File: config.mk
export PLATFORM = sky130hd
export DESIGN_NAME = seq_gen_ctrl_flat
export DESIGN_NICKNAME = d
export VERILOG_FILES = /design/src/rtl/seq_gen_ctrl_if.sv /design/src/rtl/seq_gen_ctrl.sv /design/src/flat_wrapper.sv
export SDC_FILE = /design/constraint.sdc
export NUM_CORES = 1
export LEC_CHECK = 0
export BUFFER_PORTS_ARGS = -buffer_cell sky130_fd_sc_hd__buf_2
export CORE_ASPECT_RATIO = 1.75
export CORE_MARGIN = 4
export CORE_UTILIZATION = 35
export DETAILED_ROUTE_END_ITERATION = 10
export HOLD_SLACK_MARGIN = 0.15
export PLACE_DENSITY = 0.73
export REMOVE_ABC_BUFFERS = 1
export SKIP_CTS_REPAIR_TIMING = 1
export SYNTH_ARGS = -nofsm -noshare
export SYNTH_HDL_FRONTEND = slang
export SYNTH_SLANG_ARGS = --single-unit
export TNS_END_PERCENT = 10
File: constraint.sdc
create_clock -name clk -period 2.8 [get_ports clk]
set_input_delay 0.28 -clock clk [delete_from_list [all_inputs] [get_ports clk]]
set_output_delay 0.28 -clock clk [all_outputs]
set_load 0.02 [all_outputs]
File: src/rtl/seq_gen_ctrl_if.sv
// Bundle between seq_gen_ctrl and its host, data RAM, register file and ALU.
// master = environment side, slave = controller side.
interface seq_gen_ctrl_if #(
    parameter int DW  = 32,
    parameter int AW  = 6,
    parameter int OPW = 3
);
    logic           start;
    logic [AW-1:0]  len;
    logic [AW-1:0]  src_base;
    logic [AW-1:0]  dst_base;
    logic [OPW-1:0] op;
    logic           busy;
    logic           done;
    logic           err;
    logic [AW-1:0]  ram_ra;
    logic [DW-1:0]  ram_rd;
    logic           ram_we;
    logic [AW-1:0]  ram_wa;
    logic [DW-1:0]  ram_wd;
    logic           rf_we;
    logic [AW-1:0]  rf_wa;
    logic [DW-1:0]  rf_wd;
    logic [DW-1:0]  alu_a;
    logic [DW-1:0]  alu_b;
    logic [OPW-1:0] alu_op;
    logic [DW-1:0]  alu_y;
    logic           alu_ovf;

    modport master (
        output start, len, src_base, dst_base, op,
        output ram_rd, alu_y, alu_ovf,
        input  busy, done, err,
        input  ram_ra, ram_we, ram_wa, ram_wd,
        input  rf_we, rf_wa, rf_wd,
        input  alu_a, alu_b, alu_op
    );

    modport slave (
        input  start, len, src_base, dst_base, op,
        input  ram_rd, alu_y, alu_ovf,
        output busy, done, err,
        output ram_ra, ram_we, ram_wa, ram_wd,
        output rf_we, rf_wa, rf_wd,
        output alu_a, alu_b, alu_op
    );
endinterface

File: src/rtl/seq_gen_ctrl.sv
// Sequence controller: x(n) = x(n-2) OP x(n-1) seeded from RAM, via external ALU.
// Optional SEQ_OVF_ABORT_EN: ALU overflow aborts the run and raises err.
module seq_gen_ctrl #(
    parameter int DW  = 32,
    parameter int AW  = 6,
    parameter int OPW = 3
) (
    input logic          clk,
    input logic          rst,
    seq_gen_ctrl_if.slave bus
);

    typedef enum logic [2:0] {
        IDLE,
        LDA,
        LDB,
        CALC,
        DONE
    } state_t;

    state_t         state;
    logic           ph;
    logic [AW-1:0]  k;
    logic [AW-1:0]  j;
    logic [AW-1:0]  dst;
    logic [AW-1:0]  ra;
    logic [OPW-1:0] op_q;
    logic [DW-1:0]  x;
    logic [DW-1:0]  y;
    logic           busy;
    logic           done;
    logic           err;
    logic           ovf_abort;

`ifdef SEQ_OVF_ABORT_EN
    assign ovf_abort = bus.alu_ovf;
`else
    logic unused_ovf;
    assign unused_ovf = bus.alu_ovf;
    assign ovf_abort  = 1'b0;
`endif

    assign bus.busy   = busy;
    assign bus.done   = done;
    assign bus.err    = err;
    assign bus.ram_ra = ra;
    assign bus.alu_a  = x;
    assign bus.alu_b  = y;
    assign bus.alu_op = op_q;

    // Write strobes decode the current state so nothing is written after reset.
    always_comb begin
        bus.rf_we  = 1'b0;
        bus.rf_wa  = '0;
        bus.rf_wd  = '0;
        bus.ram_we = 1'b0;
        bus.ram_wa = '0;
        bus.ram_wd = '0;
        case (state)
            LDA: begin
                if (ph) begin
                    bus.rf_we = 1'b1;
                    bus.rf_wd = bus.ram_rd;
                end
            end
            LDB: begin
                bus.rf_we = 1'b1;
                bus.rf_wa = AW'(1);
                bus.rf_wd = bus.ram_rd;
            end
            CALC: begin
                if (!ovf_abort) begin
                    bus.rf_we  = 1'b1;
                    bus.rf_wa  = j + AW'(2);
                    bus.rf_wd  = bus.alu_y;
                    bus.ram_we = 1'b1;
                    bus.ram_wa = dst + j;
                    bus.ram_wd = bus.alu_y;
                end
            end
            default: ;
        endcase
    end

    always_ff @(posedge clk or posedge rst) begin
        if (rst) begin
            state <= IDLE;
            ph    <= 1'b0;
            k     <= '0;
            j     <= '0;
            dst   <= '0;
            ra    <= '0;
            op_q  <= '0;
            x     <= '0;
            y     <= '0;
            busy  <= 1'b0;
            done  <= 1'b0;
            err   <= 1'b0;
        end else begin
            done <= 1'b0;
            case (state)
                IDLE: begin
                    busy <= 1'b0;
                    if (bus.start && !busy) begin
                        k     <= bus.len;
                        dst   <= bus.dst_base;
                        op_q  <= bus.op;
                        ra    <= bus.src_base;
                        busy  <= 1'b1;
                        err   <= 1'b0;
                        j     <= '0;
                        ph    <= 1'b0;
                        state <= LDA;
                    end
                end
                // First LDA cycle waits out the RAM read latency of seed a.
                LDA: begin
                    if (!ph) begin
                        ph <= 1'b1;
                        ra <= ra + AW'(1);
                    end else begin
                        x     <= bus.ram_rd;
                        state <= LDB;
                    end
                end
                LDB: begin
                    y     <= bus.ram_rd;
                    state <= (k == '0) ? DONE : CALC;
                end
                CALC: begin
                    if (ovf_abort) begin
                        err   <= 1'b1;
                        state <= DONE;
                    end else begin
                        x <= y;
                        y <= bus.alu_y;
                        if (j == k - AW'(1)) begin
                            state <= DONE;
                        end else begin
                            j <= j + AW'(1);
                        end
                    end
                end
                DONE: begin
                    done  <= 1'b1;
                    state <= IDLE;
                end
                default: state <= IDLE;
            endcase
        end
    end

endmodule

File: src/flat_wrapper.sv
// flat-port wrapper written by rule: the top's interface ports become plain ports
module seq_gen_ctrl_flat 
#(
    parameter int DW  = 32,
    parameter int AW  = 6,
    parameter int OPW = 3
)
  (clk, rst, bus_start, bus_len, bus_src_base, bus_dst_base, bus_op, bus_ram_rd, bus_alu_y, bus_alu_ovf, bus_busy, bus_done, bus_err, bus_ram_ra, bus_ram_we, bus_ram_wa, bus_ram_wd, bus_rf_we, bus_rf_wa, bus_rf_wd, bus_alu_a, bus_alu_b, bus_alu_op);
  seq_gen_ctrl_if #(.DW(DW), .AW(AW), .OPW(OPW)) bus_i ();
  input logic clk;
  input logic rst;
  input wire logic [$bits(bus_i.start)-1:0] bus_start;
  input wire logic [$bits(bus_i.len)-1:0] bus_len;
  input wire logic [$bits(bus_i.src_base)-1:0] bus_src_base;
  input wire logic [$bits(bus_i.dst_base)-1:0] bus_dst_base;
  input wire logic [$bits(bus_i.op)-1:0] bus_op;
  input wire logic [$bits(bus_i.ram_rd)-1:0] bus_ram_rd;
  input wire logic [$bits(bus_i.alu_y)-1:0] bus_alu_y;
  input wire logic [$bits(bus_i.alu_ovf)-1:0] bus_alu_ovf;
  output wire logic [$bits(bus_i.busy)-1:0] bus_busy;
  output wire logic [$bits(bus_i.done)-1:0] bus_done;
  output wire logic [$bits(bus_i.err)-1:0] bus_err;
  output wire logic [$bits(bus_i.ram_ra)-1:0] bus_ram_ra;
  output wire logic [$bits(bus_i.ram_we)-1:0] bus_ram_we;
  output wire logic [$bits(bus_i.ram_wa)-1:0] bus_ram_wa;
  output wire logic [$bits(bus_i.ram_wd)-1:0] bus_ram_wd;
  output wire logic [$bits(bus_i.rf_we)-1:0] bus_rf_we;
  output wire logic [$bits(bus_i.rf_wa)-1:0] bus_rf_wa;
  output wire logic [$bits(bus_i.rf_wd)-1:0] bus_rf_wd;
  output wire logic [$bits(bus_i.alu_a)-1:0] bus_alu_a;
  output wire logic [$bits(bus_i.alu_b)-1:0] bus_alu_b;
  output wire logic [$bits(bus_i.alu_op)-1:0] bus_alu_op;
  assign bus_i.start = bus_start;
  assign bus_i.len = bus_len;
  assign bus_i.src_base = bus_src_base;
  assign bus_i.dst_base = bus_dst_base;
  assign bus_i.op = bus_op;
  assign bus_i.ram_rd = bus_ram_rd;
  assign bus_i.alu_y = bus_alu_y;
  assign bus_i.alu_ovf = bus_alu_ovf;
  assign bus_busy = bus_i.busy;
  assign bus_done = bus_i.done;
  assign bus_err = bus_i.err;
  assign bus_ram_ra = bus_i.ram_ra;
  assign bus_ram_we = bus_i.ram_we;
  assign bus_ram_wa = bus_i.ram_wa;
  assign bus_ram_wd = bus_i.ram_wd;
  assign bus_rf_we = bus_i.rf_we;
  assign bus_rf_wa = bus_i.rf_wa;
  assign bus_rf_wd = bus_i.rf_wd;
  assign bus_alu_a = bus_i.alu_a;
  assign bus_alu_b = bus_i.alu_b;
  assign bus_alu_op = bus_i.alu_op;
  seq_gen_ctrl #(.DW(DW), .AW(AW), .OPW(OPW)) u_core (.clk(clk), .rst(rst), .bus(bus_i));
endmodule
Yosys cells after proc, flatten, opt, wreduce, memory -nomap -nowiden

Cells that the tools add are included.

Bits in registers: 97
Input bits: 89
Logic and storage cells: 67

Muxes and demuxes: 26
Reduce and logical (&&, ||, !) cells: 15
$add $sub $neg: 5
Equality and inequality tests: 10

Operators by type and width:

| operator                                                                 | number |
|---|---|
| 32-bit case mux with 2 select lines                                      | 2 |
| 32-bit 2-to-1 mux                                                        | 3 |
| 32-bit case mux with 3 select lines                                      | 1 |
| 6-bit case mux with 2 select lines                                       | 3 |
| 6-bit 2-to-1 mux                                                         | 5 |
| 6-bit by 1-bit adder with 6-bit output (second input constant)           | 2 |
| 3-bit 2-to-1 mux                                                         | 4 |
| 3-bit case mux with 4 select lines                                       | 1 |
| 3-bit AND reduction                                                      | 3 |
| 2-bit nonzero test                                                       | 4 |
| 6-bit by 2-bit adder with 6-bit output (second input constant)           | 1 |
| 6-bit adder                                                              | 1 |
| 3-bit by 2-bit equality test with 1-bit output (second input constant)   | 2 |
| 6-bit equality test                                                      | 1 |
| 6-bit logical NOT                                                        | 1 |
| 2-bit by 1-bit inequality test with 1-bit output (second input constant) | 3 |
| 2-bit AND reduction                                                      | 3 |
| 6-bit by 1-bit subtractor with 6-bit output (second input constant)      | 1 |
| 1-bit 2-to-1 mux                                                         | 5 |
| 2-bit inequality test (second input constant)                            | 2 |
| 1-bit case mux with 2 select lines                                       | 2 |
| 3-bit by 1-bit equality test with 1-bit output (second input constant)   | 1 |
| 3-bit equality test (second input constant)                              | 1 |
| 3-bit logical NOT                                                        | 1 |
| 3 further kinds                                                          | 3 |

Longest topological paths before layout

Depth in word-level cells: 4
Mapped depth: 8
Mapped depth without buffers: 8

Least setup slack after synthesis

No wires, ideal clock.

Path kind: flip-flop to flip-flop
From: register u_core.k[0]
To: register u_core.j[1]
Path buffers: 1
Library setup time: 0.125 ns
Data arrival time: 1.927 ns
Required time: 2.675 ns
Stages on the path, launching flop included: 9
Path slack: 0.747 ns
Period minus slack after synthesis: 2.053 ns
Cells stage by stage: dfrtp_1 -> inv_1 -> ha_1 -> nor2b_1 -> or3_1 -> a31o_1 -> buf_6 -> o21ai_4 -> mux2_4

Longest elaborated chain between the ends: 4

RTL lines:

| item                                        | RTL line            | RTL |
|---|---|---|
| start: declaration                          | seq_gen_ctrl.sv:23  | `logic [AW-1:0] k;` |
| start signal: assignment                    | seq_gen_ctrl.sv:105 | `k <= bus.len;` |
| 6-bit by 1-bit subtractor with 6-bit output | seq_gen_ctrl.sv:137 | `if (j == k - AW'(1)) begin` |
| 6-bit equality test                         | seq_gen_ctrl.sv:137 |  |
| 2-bit inequality test (no line)             | n/a                 |  |
| 3-bit AND reduction (no line)               | n/a                 |  |
| end signal: assignment                      | seq_gen_ctrl.sv:140 | `j <= j + AW'(1);` |
| end: declaration                            | seq_gen_ctrl.sv:24  | `logic [AW-1:0] j;` |

Every way passes these cells.
A chain may end at the register's enable or synchronous reset.

Worst setup path in the final report

From: register u_core.j[1]
To: output port bus_ram_wa[5]

Longest elaborated chain between the ends: 2

RTL lines:

| item             | RTL line           | RTL |
|---|---|---|
| 6-bit adder      | seq_gen_ctrl.sv:77 | `bus.ram_wa = dst + j;` |
| 6-bit 2-to-1 mux | seq_gen_ctrl.sv:59 | `case (state)` |
| end: declaration | flat_wrapper.sv:25 | `output wire logic [$bits(bus_i.ram_wa)-1:0] bus_ram_wa;` |

Every way passes these cells.

==> flow_summary_export.csv <==
group,metric,value,unit
setup_path,critPathMaxFanout,7,
logic_synthesis,synth_async_sr_flop_share,100.0,%
logic_synthesis,synth_ff_type,"dfrtp_1",
sta,fmax,0.3983,GHz
placement,placed_area,6825,um^2
logic_synthesis,ys_seq_area_share,44.67,%
floorplan,initial_core_util,35.48,%
drt,wl,16.67,mm
status,status,"complete, no violations",
clock_network,root_buffer,"clkbuf_16",
power,powerDensity,1471,nW/um^2
power,ir_drop,0.7177,mV
placement,port-buffer-count,240,
logic_synthesis,synth-edff-count,0,
drt,first_iter_violations,152,
clock_network,clock_latency,340,ps
sta,setup_tns,0,ps
layout,drive_gt1_share,34.40,%
setup_path,worstSetupPathType,"flip-flop to output pin",
setup_path,worstSetupStartpointType,"flip-flop",
sta,final_max_slew_viol_count,0,
setup_path,crit_path_end_kind,"output pin",
drt,avgViaCountPerCell,5.032,
drt,drt_pass1_iterations,5,
logic_synthesis,netlist_instances,601,
power,cellLeakagePower,4.073,nW
sta,worst_pin_slew,925.6,ps
clock_network,ctsLongestPathBuffers,2,
clock_network,cts_sinks,97,
sta,slew_headroom,38.06,%
clock_network,cts_buffers,9,
floorplan,core,15310,um^2
setup_path,path_cells,"ha_1, a21o_1, a21oi_1, o21bai_1, a21oi_1, mux2i_1, buf_2",
placement,dp_cells,999,
setup_path,crit_arrival,2230,ps
setup_path,cp.required,2520,ps
sta,final-setup-viol-count,0,
global_route,first_global_vias,5198,
global_route,globalRouteTotalUtil,18.77,%
logic_synthesis,synth.avg_cell_area,9.042,um^2
logic_synthesis,ys_ff_latch,97,
placement,place_congestion,0.8251,
placement,detailed_place_hpwl,12.37,mm
clock_network,cts_tree,"done",
logic_synthesis,synth_area,5434,um^2
sta,skew,11.55,ps
setup_path,slowest_delay,530,ps
clock_network,path_clk_slew,70,ps
logic_synthesis,synth_cell_type_count,49,
sta,fin_crit_sh,89.66,%
drt,antenna_left,0,
global_route,grt_start_max_net_pins,69,
global_route,grt_pass1_wl,26.58,mm
floorplan,die_area,17660,um^2
layout,layout.cells.non_filler,1026,
layout,final_area,7209,um^2
global_route,grt.overflow.total,0,
sta,hold_viol,0,
setup_path,path_common_cell,"a21oi_1",
clock_network,htreeDepth,3,
hold_path,hp-class,"primary input to flip-flop",
flow_run,maxCapViolCount,0,
drt,vias,5163,
sta,finalWorstPathRequiredPeriod,2511,ps
layout,antenna-diode-count,0,
setup_path,crit_slowest_cell,"dfrtp_1",
logic_synthesis,ys_warn_count,0,
layout,area_growth,32.67,%
power,finalPower,10.61,mW
floorplan,rows,60,
floorplan,die_width,102.2,um
sta,grt_setup_unrepaired,"no",
drt,wl_per_cell,16.24,um
layout,layout.nets,935,
drt,post-route-drc-count,0,
global_route,grt_antenna_before_repair,0,
floorplan,io_pins,243,
floorplan,die_h,172.8,um
## layout by cell type (no fill, tap or decap), types with 4 or more instances in the layout
master	count
mux2i_1	46
nor2_1	21
xor2_1	9
clkbuf_16	9
dlygate4sd3_1	11
buf_2	240
and3_1	36
nor3_1	6
o21ai_0	50
ha_1	10
a22oi_1	26
inv_1	10
nand2_1	143
a21oi_1	9
nand3_1	7
clkinvlp_4	4
buf_4	15
o22ai_1	4
xnor2_1	4
dfrtp_1	95
a21o_1	34
## Yosys cell counts (6+ instances only)
master / instances / area, um^2
mux2i_1: 46 / 460.4
a21o_1: 34 / 255.2
nand2_1: 143 / 536.8
inv_1: 11 / 41.29
a22oi_1: 26 / 195.2
nor2_1: 21 / 78.83
nor3_1: 6 / 30.03
and3_1: 36 / 225.2
a21oi_1: 9 / 45.04
ha_1: 10 / 125.1
clkbuf_1: 23 / 86.33
xor2_1: 9 / 78.83
buf_2: 15 / 75.07
nand3_1: 7 / 35.03
dfrtp_1: 97 / 2427
o21ai_0: 50 / 250.2
## critical path, delay by kind of cell, from the launching register on
family / cells / cell delay, ps
AOI/OAI and AO/OA: 4 / 690
adders and majority gates: 1 / 300
buffers and inverters: 1 / 180
DFF: 1 / 530
muxes: 1 / 190
## registers in the layout, indices dropped and copies added, names as in the netlist
register           cells
u_core.bus.alu_a      32
u_core.bus.alu_b      32
u_core.bus.alu_op      3
u_core.bus.busy        1
u_core.bus.done        1
u_core.bus.ram_ra      6
u_core.dst             6
u_core.j               6
u_core.k               6
u_core.ph              1
u_core.state           3
## path summary, 6_finish.rpt
check / start / endpoint / slack [ps] / cells past startpoint
setup / recovery: u_core.j[1] / bus_ram_wa[5] / 290 / 7
max in group asynchronous: rst / u_core.bus.alu_b[30] / 1760 / 4
hold / removal: bus_op[1] / u_core.bus.alu_op[1] / 130 / 3
min in group asynchronous: rst / u_core.bus.alu_b[21] / 370 / 3
hold reg to reg: u_core.bus.alu_a[30] / u_core.bus.alu_a[30] / 470 / 2
setup reg to reg: u_core.k[0] / u_core.j[1] / 530 / 7
## cell type report
| class | instances | area [um^2] |
|---|---|---|
| fill | 1565 | 8105 |
| sequential | 97 | 2430 |
| tap | 186 | 232.7 |
| timing repair buffer | 268 | 1464 |
| clock inverter | 6 | 43.79 |
| inverter | 12 | 47.55 |
| multi-input combinational | 447 | 2763 |
| clock buffer | 10 | 229.0 |
## stage by stage
step	utilization [%]	hold slack (ps)	worst slack, ps
floorplan	-	385.4	-1277
global placement	44.57	181.4	539.4
detailed placement	44.57	180.1	483.8
CTS	46.35	-195.5	139.9
global route	47.08	151.1	149.8
finish	47.08	131.0	289.4
## where the power goes
group / total, mW / switching [mW] / internal, mW
logic: 6.75 / 4.35 / 2.40
clock network: 1.16 / 0.554 / 0.605
registers: 2.70 / 0.586 / 2.11
total: 10.6 / 5.49 / 5.12
## routing by layer
layer | routed length, um | track usage, %
met3 | 1005 | 3.310
met5 | 0 | 0
met4 | 386 | 6.787
met1 | 6370 | 20.86
met2 | 8903 | 34.61
## cells by family after synthesis
| logic type | after synthesis | synth area share, % |
|---|---|---|
| compound gates | 138 | 17.06 |
| mux | 47 | 8.750 |
| buf+inv | 57 | 4.789 |
| flops | 97 | 44.67 |
| simple gates | 237 | 19.89 |
| xor+xnor | 13 | 2.095 |
| fa+ha+maj | 11 | 2.671 |
| other cells | 1 | 0.06901 |
Note: power is estimated with default switching activity, not from simulation.
